<file path="src/rtl/rs_ctrl_pkg.sv">
// Shared types and constants for the RS flag bank controller:
// the FSM state encoding, the operation codes and the default bank size.
package rs_ctrl_pkg;

    typedef enum logic [1:0] {
        ST_INIT  = 2'd0,
        ST_IDLE  = 2'd1,
        ST_DRIVE = 2'd2,
        ST_ACK   = 2'd3
    } state_t;

    localparam logic OP_SET      = 1'b1;
    localparam logic OP_RST      = 1'b0;
    localparam int   N_FLAGS_DEF = 4;

endpackage

</file>
<file path="src/rtl/rr_arb2.sv">
// Two-input round-robin arbiter. The grant is one-hot. After each accepted
// grant, the registered pointer moves to the requester that did not win.
module rr_arb2 (
    input  logic       clk,
    input  logic       rst,
    input  logic [1:0] i_req,
    input  logic       i_advance,
    output logic [1:0] o_grant
);

    logic r_ptr;

    always_comb begin
        o_grant = 2'b00;
        case (i_req)
            2'b01:   o_grant = 2'b01;
            2'b10:   o_grant = 2'b10;
            2'b11:   o_grant = r_ptr ? 2'b10 : 2'b01;
            default: o_grant = 2'b00;
        endcase
    end

    // A win by A hands priority to B (pointer 1), and a win by B hands it back to A.
    always_ff @(posedge clk) begin
        if (rst) begin
            r_ptr <= 1'b0;
        end else if (i_advance && (|o_grant)) begin
            r_ptr <= o_grant[0];
        end
    end

endmodule

</file>
<file path="src/rtl/rs_flag_bank_ctrl.sv">
// Controller for an external RS flag bank. It arbitrates between two requesters,
// drives one active-low strobe per operation and keeps a shadow copy of the bank.
module rs_flag_bank_ctrl
    import rs_ctrl_pkg::*;
#(
    parameter int N_FLAGS = N_FLAGS_DEF,
    parameter int IDX_W   = 2
) (
    input  logic               clk,
    input  logic               rst,
    input  logic               req_a,
    input  logic               op_a,
    input  logic [IDX_W-1:0]   idx_a,
    output logic               ack_a,
    input  logic               req_b,
    input  logic               op_b,
    input  logic [IDX_W-1:0]   idx_b,
    output logic               ack_b,
    output logic [N_FLAGS-1:0] s_n,
    output logic [N_FLAGS-1:0] r_n,
    output logic [N_FLAGS-1:0] q,
    output logic               busy
);

    state_t             r_state;
    state_t             w_state_next;
    logic               r_op;
    logic [IDX_W-1:0]   r_idx;
    logic               r_win;
    logic [N_FLAGS-1:0] r_q;
    logic [1:0]         w_grant;
    logic               w_advance;
    logic [N_FLAGS-1:0] w_hit;

    rr_arb2 u_arb (
        .clk       (clk),
        .rst       (rst),
        .i_req     ({req_b, req_a}),
        .i_advance (w_advance),
        .o_grant   (w_grant)
    );

    always_comb begin
        w_state_next = r_state;
        w_advance    = 1'b0;
        case (r_state)
            ST_INIT:  w_state_next = ST_IDLE;
            ST_IDLE: begin
                if (|w_grant) begin
                    w_state_next = ST_DRIVE;
                    w_advance    = 1'b1;
                end
            end
            ST_DRIVE: w_state_next = ST_ACK;
            ST_ACK:   w_state_next = ST_IDLE;
            default:  w_state_next = ST_INIT;
        endcase
    end

    always_ff @(posedge clk) begin
        if (rst) begin
            r_state <= ST_INIT;
            r_op    <= OP_RST;
            r_idx   <= '0;
            r_win   <= 1'b0;
        end else begin
            r_state <= w_state_next;
            if (w_advance) begin
                r_win <= w_grant[1];
                r_op  <= w_grant[1] ? op_b : op_a;
                r_idx <= w_grant[1] ? idx_b : idx_a;
            end
        end
    end

    // An index outside the bank matches no bit, so it produces no strobe and leaves q unchanged.
    // Strobes are decoded from registered state and index only. The rst term holds
    // the bank in hold while reset is asserted.
    genvar gi;
    generate
        for (gi = 0; gi < N_FLAGS; gi++) begin : g_flag
            assign w_hit[gi] = (r_state == ST_DRIVE) && (r_idx == IDX_W'(gi));
            assign s_n[gi]   = ~(w_hit[gi] && (r_op == OP_SET) && !rst);
            assign r_n[gi]   = ~(((w_hit[gi] && (r_op == OP_RST)) || (r_state == ST_INIT)) && !rst);

            always_ff @(posedge clk) begin
                if (rst) begin
                    r_q[gi] <= 1'b0;
                end else if (w_hit[gi]) begin
                    r_q[gi] <= r_op;
                end
            end
        end
    endgenerate

    assign q     = r_q;
    assign ack_a = (r_state == ST_ACK) && !r_win && !rst;
    assign ack_b = (r_state == ST_ACK) && r_win && !rst;
    assign busy  = (r_state != ST_IDLE) || rst;

endmodule
</file>
<file path="config.mk">
export PLATFORM = sky130hd
export DESIGN_NAME = rs_flag_bank_ctrl
export DESIGN_NICKNAME = d
export VERILOG_FILES = /design/src/rtl/rs_ctrl_pkg.sv /design/src/rtl/rr_arb2.sv /design/src/rtl/rs_flag_bank_ctrl.sv
export SDC_FILE = /design/constraint.sdc
export NUM_CORES = 1
export LEC_CHECK = 0
export ABC_AREA = 1
export CAP_MARGIN = 20
export CORE_MARGIN = 2
export CORE_UTILIZATION = 42
export CTS_CLUSTER_SIZE = 10
export DETAILED_ROUTE_END_ITERATION = 16
export GPL_ROUTABILITY_DRIVEN = 1
export GPL_TIMING_DRIVEN = 1
export PLACE_DENSITY = 0.76
export SETUP_SLACK_MARGIN = 0.02
export SYNTH_ARGS = -nofsm -noshare
export SYNTH_HDL_FRONTEND = slang
export SYNTH_SLANG_ARGS = --single-unit
</file>
<file path="constraint.sdc">
create_clock -name clk -period 1.4 [get_ports clk]
set_input_delay 0.28 -clock clk [delete_from_list [all_inputs] [get_ports clk]]
set_output_delay 0.28 -clock clk [all_outputs]
set_load 0.1 [all_outputs]
</file>
==> impl_metrics.toml <==
[synthesis]
synth_flop_cell = "dfxtp_1"
syn_area_um2 = 677
ys_seq_area_frac = 0.325
yosysWarnings = 0
postSynthAreaPerCell_um2 = 6.77
ys_types = 19
synth_edf_count = 0
syn_nets = 115
synthCells = 100
async_flop_share = 0
synth-seq-cells = 11

[layout]
areaGrowthSynthToFinish_pct = 108
regArea_um2 = 230
utilization = 0.936
antenna_cells = 0
multi_input_area_um2 = 554
drive_above_1_share = 0.539
nFillCells = 44
layout.nets = 157

[timing]
setup_violations = 15
fin_hold_ws_ps = 490
slew-limit-headroom = 0.767
clock.fmax_mhz = 566
setup_ws_ps = -366
worstMarginPinSlew_ps = 349
min_period_ps = 1770
fin_crit_sh = 1.26
fin_skew_ps = 6.84
maxSlewViolCount = 0
hold_viol = 0
rsz0062_at_grt = "yes"

[critical_path]
cp_max_fo = 6
rrSetupSlack_ps = -40
critical-path-max-stage-delay_ps = 340
worst_ep_required_time_ps = 1120
path_buf_inv = 2
cp_slowest_cell = "dfxtp_2"
critPathTopFamily = "flip-flops"
worst_setup_path_end_kind = "output port"
crit_type = "flip-flop to output port"
crit_chain = "inv_2 > ha_4 > nand2_4 > nor3_4 > o21ai_4 > buf_12"
worst_setup_path_start_kind = "flip-flop"
arrival_ps = 1490

[clocking]
clockBufferDepth = 2
cts_max_level = 1
clock-sinks = 11
cts_tree = "done"
cts_root_buf = "clkbuf_4"
clk_pin_slew_ps = 80
insertion_delay_ps = 280
hold_buffers = 0
cts_buffers = 3

[pwr]
p_clk_frac = 0.162
p_sw_mw = 0.676
pwr-share-seq = 0.285
power.leakage_nw = 0.609
p_comb_frac = 0.553
p_total_mw = 1.45
powerDensity_nw_per_um2 = 1030
switching_share = 0.465
peakVddDrop_v = 0.000806
p_int_mw = 0.776

[grt]
grt_max_degree = 10
antenna_found_initial = 0
grt_pass1_wl_um = 4160
grt_pass1_vias = 869
grt_overflow = 0
grt_use_total = 0.307

[floorplan]
die_h_um = 44.1
num_rows = 14
coreArea_um2 = 1510
io_pins = 25
dieArea_um2 = 1950
initial_utilization = 0.449
dieWidth_um = 44.1

[flow_run]
maxCapViolCount = 0

[drt]
wl_met1_um = 1070
routed-wl-met2_um = 1450
wl_per_cell_um = 17.9
dr.pass1.iters = 6
wl_met3_um = 182
vias_per_cell = 5.66
route.detailed.drc = 0
vias = 889
final_antenna_net_count = 0
drt_iter0_drc = 22
wirelength_um = 2820
highest_layer = "met4"

[place]
dpl_worst_slack_ps = -350
io_buffers = 24
dp_hpwl_um = 1700
routabilityCongestion = 0.742

[outcome]
status = "finished, violations left"
violations = "setup timing"

[min_path]
worst_hold_path_type = "flip-flop to flip-flop"
## cell usage in the layout, fill, tap and decap left out, drive strengths merged, types with 3 or more instances in the layout
cell type	netlist	routed
a21oi	7	7
buf	4	32
clkbuf	0	4
clkdlybuf4s50	0	8
dfxtp	11	11
ha	5	5
inv	15	15
nand2	17	17
nand3	15	15
nand4	3	3
nor2	11	11
o21ai	9	9
## cells by family (layout without fill, tap and decap cells)
logic type,count (synthesis),count (layout),share of synthesized area
AND/OR/NAND/NOR,48,48,0.323
buffers and inverters,19,60,0.126
AO/OA/AOI/OAI,17,17,0.133
flip-flops,11,11,0.325
adder cells (fa/ha/maj),5,5,0.0924
## area by class of cell
cell class	count	share of cell area
multi-input cells	70	0.393
repair buffers	41	0.369
flip-flops and latches	11	0.163
inverters	15	0.0417
clock buffers	4	0.0186
well taps	16	0.0142
## tightest hold or removal path, stage by stage (launching register included)
cell and delay (ps):
dfxtp_1 340, inv_1 60, a21oi_1 50
## path summary, 6_finish.rpt
kind,from,end,cells past startpoint
setup / recovery,r_state[0],r_n[1],6
hold reg to reg,q[3],q[3],2
hold / removal,q[3],q[3],2
setup reg to reg,r_state[1],r_idx[1],9
## Yosys cell counts, types with 2 or more instances
library cell | n | area [µm²]
nand2_1 | 16 | 60.1
nand3_1 | 15 | 75.1
buf_2 | 2 | 10.0
o21ai_1 | 7 | 35.0
nor2_2 | 3 | 18.8
dfxtp_1 | 11 | 220
nor2_1 | 8 | 30.0
a21oi_1 | 7 | 35.0
inv_1 | 10 | 37.5
ha_1 | 5 | 62.6
inv_2 | 5 | 18.8
nand4_1 | 3 | 18.8
nor3_1 | 2 | 10.0
## power by group through the flow
stage	clock network (mW)	registers, mW	logic, mW
floorplan	0	0.437	0.413
global placement	0	0.396	0.688
detailed placement	0	0.400	0.709
CTS	0.235	0.401	0.752
global route	0.240	0.416	0.832
finish	0.235	0.414	0.803
## routing by layer
metal,GRT usage,vias to the layer above
met5,0,-
met4,0.242,0
met3,0.0408,13
met2,0.550,55
met1,0.317,413
li1,-,408
## flip-flops by register name, indices dropped and copies added (netlist names)
name         count
r_state          2
u_arb.r_ptr      1
r_op             1
r_idx            2
q                4
r_win            1
## what timing repair did
item,4_1_cts,5_1_grt
pin swaps,3,10
gates resized for setup,18,11
endpoints found under the setup margin,15,18
buffers inserted,4,0
hold endpoints to repair,0,0
## metrics by stage
stage                     std cells  area [µm²]  setup TNS, ps
after floorplan                 100         797          -2280
after CTS                       157        1370          -2520
final                           157        1410          -3100
after detailed placement        150        1250          -2920
after global placement          150        1250          -2340
after global routing            157        1410          -3650
Note: power is estimated with default switching activity, not from simulation.
